`src/rtl/exception_unit_pkg.sv`:
```
// Shared definitions for the exception unit and the decode control that feeds it:
// FSM states, cause codes, the default vector and the pc_in select encodings.
package exception_unit_pkg;

   typedef enum logic [1:0] {
      IDLE    = 2'd0,
      FLUSH   = 2'd1,
      HANDLER = 2'd2,
      RETURN  = 2'd3
   } state_t;

   localparam logic [3:0] CAUSE_NONE = 4'h0;
   localparam logic [3:0] CAUSE_MEM  = 4'h1;
   localparam logic [3:0] CAUSE_ALU  = 4'h2;
   localparam logic [3:0] CAUSE_BOTH = 4'h3;

   localparam logic [31:0] DEFAULT_HANDLER_ADDR = 32'h0000_0080;

   // Decode-control PC mux select; PCSEL_EXC picks this unit's redirect_pc.
   typedef enum logic [1:0] {
      PCSEL_SEQ    = 2'd0,
      PCSEL_BRANCH = 2'd1,
      PCSEL_JUMP   = 2'd2,
      PCSEL_EXC    = 2'd3
   } pc_in_sel_t;

   function automatic logic [3:0] cause_encode(input logic i_exc1, input logic i_exc2);
      logic [3:0] w_code;
      if (i_exc1 && i_exc2)  w_code = CAUSE_BOTH;
      else if (i_exc1)       w_code = CAUSE_MEM;
      else if (i_exc2)       w_code = CAUSE_ALU;
      else                   w_code = CAUSE_NONE;
      return w_code;
   endfunction

endpackage

```
`src/rtl/exception_unit_if.sv`:
```
// Strobe/bus bundle between the two-slot decode control (master) and the exception unit (slave).
interface exception_unit_if #(
   parameter int PC_W    = 32,
   parameter int CAUSE_W = 4
);
   logic               exception1;
   logic               exception2;
   logic               EPCWrite1;
   logic               EPCWrite2;
   logic               causeWrite1;
   logic               causeWrite2;
   logic [PC_W-1:0]    pc_id;
   logic               eret;
   logic [PC_W-1:0]    epc;
   logic [CAUSE_W-1:0] cause;
   logic               pc_redirect;
   logic [PC_W-1:0]    redirect_pc;
   logic               pipe_flush;
   logic               in_handler;
   logic               double_fault;

   modport master (
      output exception1, exception2, EPCWrite1, EPCWrite2, causeWrite1, causeWrite2,
             pc_id, eret,
      input  epc, cause, pc_redirect, redirect_pc, pipe_flush, in_handler, double_fault
   );

   modport slave (
      input  exception1, exception2, EPCWrite1, EPCWrite2, causeWrite1, causeWrite2,
             pc_id, eret,
      output epc, cause, pc_redirect, redirect_pc, pipe_flush, in_handler, double_fault
   );
endinterface

```
`src/rtl/exception_unit_flush_counter.sv`:
```
// Loadable down-counter that times the flush window after a redirect; done when it reaches zero.
module exception_unit_flush_counter #(
   parameter int CNT_W = 4
) (
   input  logic             clk,
   input  logic             reset,
   input  logic             i_load,
   input  logic [CNT_W-1:0] i_load_val,
   output logic             o_done
);
   logic [CNT_W-1:0] r_count;

   always_ff @(posedge clk) begin
      if (!reset) begin
         r_count <= '0;
      end else if (i_load) begin
         r_count <= i_load_val;
      end else if (r_count != '0) begin
         r_count <= r_count - 1'b1;
      end
   end

   assign o_done = (r_count == '0);

endmodule

```
`src/rtl/exception_unit.sv`:
```
// Exception unit: captures EPC/cause, redirects to the handler vector or back on eret,
// and times the pipeline flush that follows every redirect.
module exception_unit
   import exception_unit_pkg::*;
#(
   parameter int          PC_W         = 32,
   parameter int          CAUSE_W      = 4,
   parameter logic [31:0] HANDLER_ADDR = DEFAULT_HANDLER_ADDR,
   parameter int          RET_OFFSET   = 8,
   parameter int          FLUSH_CYCLES = 2
) (
   input  logic             clk,
   input  logic             reset,
   exception_unit_if.slave  bus
);
   localparam int              CNT_W      = 4;
   localparam logic [CNT_W-1:0] FLUSH_LOAD = CNT_W'(FLUSH_CYCLES - 1);

   state_t             r_state, w_state_nxt;
   logic [PC_W-1:0]    r_epc, w_epc_nxt;
   logic [CAUSE_W-1:0] r_cause, w_cause_nxt;
   logic [PC_W-1:0]    r_redirect_pc, w_redirect_pc_nxt;
   logic               r_pc_redirect, w_pc_redirect_nxt;
   logic               r_pipe_flush, w_pipe_flush_nxt;
   logic               r_in_handler, w_in_handler_nxt;
   logic               r_double_fault, w_double_fault_nxt;
   logic               r_from_ret, w_from_ret_nxt;

   logic               w_any_exc;
   logic               w_epc_we;
   logic               w_cause_we;
   logic [CAUSE_W-1:0] w_cause_code;
   logic               w_cnt_load;
   logic               w_cnt_done;

   assign w_any_exc    = bus.exception1 | bus.exception2;
   // A write enable only counts when its own slot actually faulted.
   assign w_epc_we     = (bus.EPCWrite1 & bus.exception1) | (bus.EPCWrite2 & bus.exception2);
   assign w_cause_we   = (bus.causeWrite1 & bus.exception1) | (bus.causeWrite2 & bus.exception2);
   assign w_cause_code = CAUSE_W'(cause_encode(bus.exception1, bus.exception2));

   exception_unit_flush_counter #(.CNT_W(CNT_W)) u_flush_cnt (
      .clk        (clk),
      .reset      (reset),
      .i_load     (w_cnt_load),
      .i_load_val (FLUSH_LOAD),
      .o_done     (w_cnt_done)
   );

   always_ff @(posedge clk) begin
      if (!reset) begin
         r_state        <= IDLE;
         r_epc          <= '0;
         r_cause        <= '0;
         r_redirect_pc  <= '0;
         r_pc_redirect  <= 1'b0;
         r_pipe_flush   <= 1'b0;
         r_in_handler   <= 1'b0;
         r_double_fault <= 1'b0;
         r_from_ret     <= 1'b0;
      end else begin
         r_state        <= w_state_nxt;
         r_epc          <= w_epc_nxt;
         r_cause        <= w_cause_nxt;
         r_redirect_pc  <= w_redirect_pc_nxt;
         r_pc_redirect  <= w_pc_redirect_nxt;
         r_pipe_flush   <= w_pipe_flush_nxt;
         r_in_handler   <= w_in_handler_nxt;
         r_double_fault <= w_double_fault_nxt;
         r_from_ret     <= w_from_ret_nxt;
      end
   end

   always_comb begin
      w_state_nxt        = r_state;
      w_epc_nxt          = r_epc;
      w_cause_nxt        = r_cause;
      w_redirect_pc_nxt  = r_redirect_pc;
      w_pc_redirect_nxt  = 1'b0;
      w_pipe_flush_nxt   = r_pipe_flush;
      w_in_handler_nxt   = r_in_handler;
      w_double_fault_nxt = r_double_fault;
      w_from_ret_nxt     = r_from_ret;
      w_cnt_load         = 1'b0;

      unique case (r_state)
         IDLE: begin
            if (w_any_exc) begin
               if (w_epc_we)   w_epc_nxt   = bus.pc_id;
               if (w_cause_we) w_cause_nxt = w_cause_code;
               w_pc_redirect_nxt = 1'b1;
               w_redirect_pc_nxt = PC_W'(HANDLER_ADDR);
               w_pipe_flush_nxt  = 1'b1;
               w_from_ret_nxt    = 1'b0;
               w_cnt_load        = 1'b1;
               w_state_nxt       = FLUSH;
            end
         end
         FLUSH: begin
            // Strobes seen here belong to squashed bundles and are dropped.
            if (w_cnt_done) begin
               w_pipe_flush_nxt = 1'b0;
               w_in_handler_nxt = !r_from_ret;
               w_state_nxt      = r_from_ret ? IDLE : HANDLER;
            end
         end
         HANDLER: begin
            if (w_any_exc) begin
               w_double_fault_nxt = 1'b1;
               w_pc_redirect_nxt  = 1'b1;
               w_redirect_pc_nxt  = PC_W'(HANDLER_ADDR);
               w_pipe_flush_nxt   = 1'b1;
               w_from_ret_nxt     = 1'b0;
               w_cnt_load         = 1'b1;
               w_state_nxt        = FLUSH;
            end else if (bus.eret) begin
               w_pc_redirect_nxt = 1'b1;
               w_redirect_pc_nxt = r_epc + PC_W'(RET_OFFSET);
               w_pipe_flush_nxt  = 1'b1;
               w_in_handler_nxt  = 1'b0;
               w_from_ret_nxt    = 1'b1;
               w_cnt_load        = 1'b1;
               w_state_nxt       = RETURN;
            end
         end
         RETURN: begin
            // RETURN is the first cycle of the return flush window.
            if (w_cnt_done) begin
               w_pipe_flush_nxt = 1'b0;
               w_state_nxt      = IDLE;
            end else begin
               w_state_nxt = FLUSH;
            end
         end
         default: w_state_nxt = IDLE;
      endcase
   end

   assign bus.epc          = r_epc;
   assign bus.cause        = r_cause;
   assign bus.redirect_pc  = r_redirect_pc;
   assign bus.pc_redirect  = r_pc_redirect;
   assign bus.pipe_flush   = r_pipe_flush;
   assign bus.in_handler   = r_in_handler;
   assign bus.double_fault = r_double_fault;

endmodule

```
`src/flat_wrapper.sv`:
```
// flat-port wrapper written by rule: the top's interface ports become plain ports
module exception_unit_flat import exception_unit_pkg::*;
#(
   parameter int          PC_W         = 32,
   parameter int          CAUSE_W      = 4,
   parameter logic [31:0] HANDLER_ADDR = DEFAULT_HANDLER_ADDR,
   parameter int          RET_OFFSET   = 8,
   parameter int          FLUSH_CYCLES = 2
)
  (clk, reset, bus_exception1, bus_exception2, bus_EPCWrite1, bus_EPCWrite2, bus_causeWrite1, bus_causeWrite2, bus_pc_id, bus_eret, bus_epc, bus_cause, bus_pc_redirect, bus_redirect_pc, bus_pipe_flush, bus_in_handler, bus_double_fault);
  exception_unit_if #(.PC_W(PC_W), .CAUSE_W(CAUSE_W)) bus_i ();
  input  logic clk;
  input  logic reset;
  input wire logic [$bits(bus_i.exception1)-1:0] bus_exception1;
  input wire logic [$bits(bus_i.exception2)-1:0] bus_exception2;
  input wire logic [$bits(bus_i.EPCWrite1)-1:0] bus_EPCWrite1;
  input wire logic [$bits(bus_i.EPCWrite2)-1:0] bus_EPCWrite2;
  input wire logic [$bits(bus_i.causeWrite1)-1:0] bus_causeWrite1;
  input wire logic [$bits(bus_i.causeWrite2)-1:0] bus_causeWrite2;
  input wire logic [$bits(bus_i.pc_id)-1:0] bus_pc_id;
  input wire logic [$bits(bus_i.eret)-1:0] bus_eret;
  output wire logic [$bits(bus_i.epc)-1:0] bus_epc;
  output wire logic [$bits(bus_i.cause)-1:0] bus_cause;
  output wire logic [$bits(bus_i.pc_redirect)-1:0] bus_pc_redirect;
  output wire logic [$bits(bus_i.redirect_pc)-1:0] bus_redirect_pc;
  output wire logic [$bits(bus_i.pipe_flush)-1:0] bus_pipe_flush;
  output wire logic [$bits(bus_i.in_handler)-1:0] bus_in_handler;
  output wire logic [$bits(bus_i.double_fault)-1:0] bus_double_fault;
  assign bus_i.exception1 = bus_exception1;
  assign bus_i.exception2 = bus_exception2;
  assign bus_i.EPCWrite1 = bus_EPCWrite1;
  assign bus_i.EPCWrite2 = bus_EPCWrite2;
  assign bus_i.causeWrite1 = bus_causeWrite1;
  assign bus_i.causeWrite2 = bus_causeWrite2;
  assign bus_i.pc_id = bus_pc_id;
  assign bus_i.eret = bus_eret;
  assign bus_epc = bus_i.epc;
  assign bus_cause = bus_i.cause;
  assign bus_pc_redirect = bus_i.pc_redirect;
  assign bus_redirect_pc = bus_i.redirect_pc;
  assign bus_pipe_flush = bus_i.pipe_flush;
  assign bus_in_handler = bus_i.in_handler;
  assign bus_double_fault = bus_i.double_fault;
  exception_unit #(.PC_W(PC_W), .CAUSE_W(CAUSE_W), .HANDLER_ADDR(HANDLER_ADDR), .RET_OFFSET(RET_OFFSET), .FLUSH_CYCLES(FLUSH_CYCLES)) u_core (.clk(clk), .reset(reset), .bus(bus_i));
endmodule
```
`config.mk`:
```
export PLATFORM = sky130hd
export DESIGN_NAME = exception_unit_flat
export DESIGN_NICKNAME = d
export VERILOG_FILES = /design/src/rtl/exception_unit_pkg.sv /design/src/rtl/exception_unit_if.sv /design/src/rtl/exception_unit_flush_counter.sv /design/src/rtl/exception_unit.sv /design/src/flat_wrapper.sv
export SDC_FILE = /design/constraint.sdc
export NUM_CORES = 1
export LEC_CHECK = 0
export CORE_MARGIN = 2
export CORE_UTILIZATION = 30
export CTS_CLUSTER_DIAMETER = 60
export DETAILED_ROUTE_END_ITERATION = 7
export GPL_TIMING_DRIVEN = 0
export PLACE_DENSITY = 0.59
export SLEW_MARGIN = 20
export SYNTH_ARGS = -nofsm -noshare
export SYNTH_HDL_FRONTEND = slang
export SYNTH_HIERARCHICAL = 1
export SYNTH_SLANG_ARGS = --single-unit
```
`constraint.sdc`:
```
create_clock -name clk -period 2.1 [get_ports clk]
set_input_delay 0.63 -clock clk [delete_from_list [all_inputs] [get_ports clk]]
set_output_delay 0.63 -clock clk [all_outputs]
set_load 0.005 [all_outputs]
```
# Word level (Yosys, flattened, before mapping)
# Cells that the tools add are included.
[totals] n_memories=0 elab_cells=79 latchBits=0 output_inout_bits=72 inputBits=41 romBits=0 ramBits=0 ff_bits=79
[op_classes] n_mul=0 div=0 reduce_logical=17 mux=32 bitwise=8 shifts=0 n_eq_ne=9 n_addsub=2 magnitude_cmp=0
[ops] operator="$mux 32" count=3
[ops] operator="$pmux 32 s2" count=1
[ops] operator="$add 32x4->32 const B" count=1
[ops] operator="$mux 1" count=15
[ops] operator="$reduce_and 3->1" count=5
[ops] operator="$mux 2" count=6
[ops] operator="$mux 4" count=2
[ops] operator="$pmux 2 s4" count=1
[ops] operator="$ne 2x2->1 const B" count=3
[ops] operator="$pmux 1 s2" count=3
[ops] operator="$reduce_bool 2->1" count=3
[ops] operator="$and 1x1->1" count=4
[ops] operator="$eq 2x2->1 const B" count=2
[ops] operator="$logic_not 4->1" count=1
[ops] operator="$ne 2x1->1 const B" count=2
[ops] operator="$reduce_and 4->1" count=1
[ops] operator="$reduce_bool 4->1" count=1
[ops] operator="$reduce_or 2->1" count=2
[ops] operator="$sub 4x1->4 const B" count=1
[ops] operator="$ne 3x2->1 const B" count=1
[ops] operator="$or 1x1->1" count=3
[ops] operator="$pmux 1 s3" count=1
[ops] operator="$eq 2x1->1 const B" count=1
[ops] operator="$logic_not 2->1" count=1
[ops] operator="4 further kinds" count=4

# Longest topological paths before layout
[logic_depth] word_depth=4 ltp_mapped=7 mapped_depth_nobuf=7

# By module
# The synthesis kept the hierarchy.
[by_module_without_submodules] mod="exception_unit" n_inst=1 cells_each=371 area_per_inst_um2=3254.4 seq_area_each_um2=1461.4
[by_module_without_submodules] mod="exception_unit_flush_counter" n_inst=1 cells_each=23 area_per_inst_um2=230.2 seq_area_each_um2=80.1

# Least setup slack after synthesis
# Ideal clock, no wire load.
[synth_timing] path_type="input-to-reg" start="input port bus_eret" end="register u_core.u_flush_cnt.r_count[3]" setup_time_ns=0.087 path_stages=7 path_buffers=2 t_arrival_ns=1.818 path_slack_ns=0.195 t_required_ns=2.013 cell_sequence="a211oi_1 -> or2_2 -> clkbuf_1 -> buf_2 -> inv_1 -> nand2b_1 -> o31ai_1"
[synth_via] elab_chain_cells=4
[synth_rtl] element="start, declared" line="flat_wrapper.sv:21" source="input wire logic [$bits(bus_i.eret)-1:0] bus_eret;"
[synth_rtl] element="$mux 1" line="exception_unit.sv:116" source="end else if (bus.eret) begin"
[synth_rtl] element="$mux 1" line="exception_unit.sv:108" source="if (w_any_exc) begin"
[synth_rtl] element="$pmux 1 s2" line="exception_unit.sv:86" source="unique case (r_state)"
[synth_rtl] element="via u_core.w_cnt_load" line="exception_unit.sv:33" source="logic w_cnt_load;"
[synth_rtl] element="$reduce_or 2->1 (no source line)"
[synth_rtl] element="end signal, assigned" line="exception_unit_flush_counter.sv:17" source="r_count <= i_load_val;"
[synth_rtl] element="end signal, assigned" line="exception_unit_flush_counter.sv:19" source="r_count <= r_count - 1'b1;"
[synth_rtl] element="end, declared" line="exception_unit_flush_counter.sv:11" source="logic [CNT_W-1:0] r_count;"
# The timed path passes the listed nets, and every way through them passes these cells.
# A chain may end at the register's enable or synchronous reset.

# Final worst setup path
[layout_timing] start="register u_core.r_epc[20], in the netlist u_core/bus.epc[20]" end="output port bus_epc[20]"
[layout_lines] element="start, declared" line="exception_unit.sv:20" source="logic [PC_W-1:0] r_epc, w_epc_nxt;"
[layout_lines] element="start signal, assigned" line="exception_unit.sv:63" source="r_epc <= w_epc_nxt;"
[layout_lines] element="end, declared" line="flat_wrapper.sv:22" source="output wire logic [$bits(bus_i.epc)-1:0] bus_epc;"
# No word-level cell between the ends.

==> impl_metrics.json <==
{
  "r2r_end": "u_core/bus.redirect_pc[31]",
  "grtUsageMet2_pct": 25.2,
  "synth_top_area_cell": "dfxtp_1",
  "grt_usage_pct": 15.7,
  "r2r-start": "u_core/bus.epc[3]",
  "worstPathRequired_ns": 1.47,
  "worst-path-buf-inv": 1,
  "vdd_drop_max_v": 0.000384,
  "clock-sinks": 77,
  "synthArstFlopShare_pct": 0,
  "p_sw_share_pct": 26.0,
  "mostFrequentLayoutCells": "clkdlybuf4s50_1 (108), nand2_1 (95), dfxtp_1 (77)",
  "cts_buffers": 9,
  "clock.fmax_mhz": 493,
  "htree_levels": 3,
  "min_path_cells": 2,
  "synthTopCellsByArea": "dfxtp_1 (44%), nand2_1 (10%), a21boi_0 (7.1%)",
  "hold_violations": 0,
  "synth_top_cell_area_share_pct": 44.2,
  "postLayoutCellArea_sq_um": 5120,
  "timing.critical_path.to": "bus_epc[20]",
  "reg2reg_slack_ns": 0.27,
  "setup_tns_ns": 0,
  "gr-max-usage-layer": "met2",
  "area_delta_synth_final_pct": 46.9,
  "final_max_slew_viol_count": 0,
  "seq_power_share_pct": 44.2,
  "critPathMaxFanout": 7,
  "cts_root_buf": "clkbuf_16",
  "num_antenna_cells": 0,
  "dieArea_sq_um": 12500,
  "ys.flop_type": "dfxtp_1",
  "start_util_pct": 30.6,
  "post-route-drc-count": 0,
  "grt_first_pass_wirelength_um": 15600,
  "syn-cell-area_sq_um": 3480,
  "drtAntennaViolNets": 0,
  "drive_gt1_share_pct": 9.90,
  "cp_slowest_cell": "clkdlybuf4s50_1",
  "p_clk_share_pct": 37.7,
  "powerDensity_nw_per_um2": 740,
  "drv_cap": 0,
  "dpl.hpwl_um": 7120,
  "routed-via-count": 3069,
  "ctsLongestPathBuffers": 2,
  "yosysUniqueCellTypes": 48,
  "ys_seq_area_share_pct": 44.2,
  "fp.dieH_um": 112,
  "cts_tree": "yes",
  "setup_viol": 0,
  "wl_per_cell_um": 14.4,
  "utilization_pct": 45.0,
  "fin_cells": 668,
  "cp-start-kind": "flip-flop",
  "fin_ws_ns": 0.0705,
  "grt_max_degree": 12,
  "end_kind": "primary output",
  "leakage_nw": 1.87,
  "drt_iter0_drc": 95,
  "path_class": "flip-flop to primary output",
  "p_comb_share_pct": 18.1,
  "reg2reg_depth": 7,
  "cts.clk_slew.worst_paths_ns": 0.05,
  "met1_usage_pct": 20.5,
  "cp.depth": 1,
  "clock_skew_ns": 0.00489,
  "synth_edf_count": 0,
  "dr.pass1.iters": 4,
  "syn_area_per_cell_sq_um": 8.84,
  "period_minus_slack_ns": 2.03,
  "internal_power_w": 0.00280,
  "cpPeakStageDelay_ns": 0.57,
  "row_count": 39,
  "outcome": "complete, no violations",
  "path_cells": "clkdlybuf4s50_1",
  "clk_latency_ns": 0.33,
  "dp_slack_ns": -0.705,
  "synth-seq-cells": 77,
  "grt-ovfl-total": 0,
  "synthCells": 394,
  "critPathLaunch": "u_core/bus.epc[20]",
  "antenna_found_initial": 0,
  "p_switching_w": 0.000986,
  "yosysWarningCount": 6,
  "grt_pass1_vias": 3032,
  "placed_area_sq_um": 4780,
  "final_common_cell": "clkdlybuf4s50_1",
  "cp_data_arrival_time_ns": 1.40,
  "ios": 113,
  "post-route-period-util_pct": 96.6,
  "portBuffers": 110,
  "routed_via_density": 4.59,
  "use_met3_pct": 4.41,
  "gp_congestion": 0.735,
  "placedCellCount": 651,
  "final_nets": 563,
  "core_area_sq_um": 11400,
  "crit_family": "buffers and inverters",
  "min_path_type": "flip-flop to flip-flop",
  "routed_wl_um": 9620,
  "die_w_um": 112
}
==> power by group through the flow <==
stage                     Sequential [W]  Combinational [W]  Clock [W]
after detailed placement         0.00170           0.000665          0
after floorplan                  0.00168           0.000349          0
after global placement           0.00170           0.000650          0
after CTS                        0.00167           0.000682    0.00147
final                            0.00167           0.000686    0.00143
after global routing             0.00169           0.000765    0.00153
==> sequential cells by signal, summed over array words and instances, names as in the netlist, 2 cells and up <==
signal and flops:
u_core/u_flush_cnt/r_count 4, u_core/bus.redirect_pc 32, u_core/bus.epc 32, u_core/bus.cause 2
u_core/r_state 2
==> area by class of cell <==
cell class | instances | area (sq um)
flip-flops and latches | 77 | 1540
fillers | 1182 | 6250
inverters | 9 | 37.5
repair buffers | 114 | 1130
clock buffers | 15 | 268
multi-input cells | 287 | 1810
well taps | 143 | 179
plain buffers | 22 | 146
clock inverters | 1 | 5.00
==> synthesized netlist by cell type, types with 9 or more instances <==
master    instances
o21ai_0          12
clkbuf_1         17
nand2_1          95
xnor2_1          19
xor2_1            9
o21ai_1          10
inv_1             9
a21boi_0         33
a22oi_1          11
nor2b_1          14
dfxtp_1          77
nand3_1          11
==> metrics by stage <==
| stage | hold slack (ns) | total power, W |
|---|---|---|
| final | 0.444 | 0.00379 |
| after global routing | 0.469 | 0.00399 |
| after CTS | 0.449 | 0.00382 |
| after detailed placement | 0.442 | 0.00237 |
| after global placement | 0.436 | 0.00235 |
| after floorplan | 0.442 | 0.00203 |
==> routing by layer <==
layer  wire (um)  vias to the layer above
li1            -                     1569
met3         562                       10
met2        4440                       87
met1        4500                     1403
met5           0                        -
met4         116                        0
==> tightest hold or removal path, stage by stage, from the launching register on <==
cell and delay, ns:
dfxtp_1 0.31, nand2_1 0.05, o21ai_1 0.05
==> worst min path at each step <==
stage | from | to
2_1_floorplan | u_core/bus.redirect_pc[25] | u_core/bus.redirect_pc[25]
3_3_place_gp | u_core/bus.redirect_pc[20] | u_core/bus.redirect_pc[20]
3_5_place_dp | u_core/bus.redirect_pc[28] | u_core/bus.redirect_pc[28]
4_1_cts | u_core/bus.redirect_pc[28] | u_core/bus.redirect_pc[28]
5_1_grt | u_core/bus.redirect_pc[28] | u_core/bus.redirect_pc[28]
6_report | u_core/bus.redirect_pc[28] | u_core/bus.redirect_pc[28]
==> kinds of logic (layout without fill, tap and decap cells) <==
| kind of cell | after synthesis | count (layout) | share of synthesized area, % |
|---|---|---|---|
| fa+ha+maj | 2 | 2 | 0.718 |
| mux | 4 | 4 | 1.18 |
| buf+inv | 34 | 161 | 4.85 |
| simple gates | 167 | 167 | 26.1 |
| compound gates | 80 | 80 | 15.6 |
| other cells | 2 | 6 | 0.216 |
| flops | 77 | 77 | 44.2 |
| xor+xnor | 28 | 28 | 7.04 |
==> what timing repair did <==
| item | in CTS | in global routing |
|---|---|---|
| gates resized for setup | 18 | 7 |
| pin swaps | 0 | 1 |
| buffers inserted | 0 | 4 |
| hold buffers | 0 | 0 |
| setup endpoints to repair | 64 | 40 |
| hold endpoints to repair | 0 | 0 |
(Power assumes the default switching activity.)
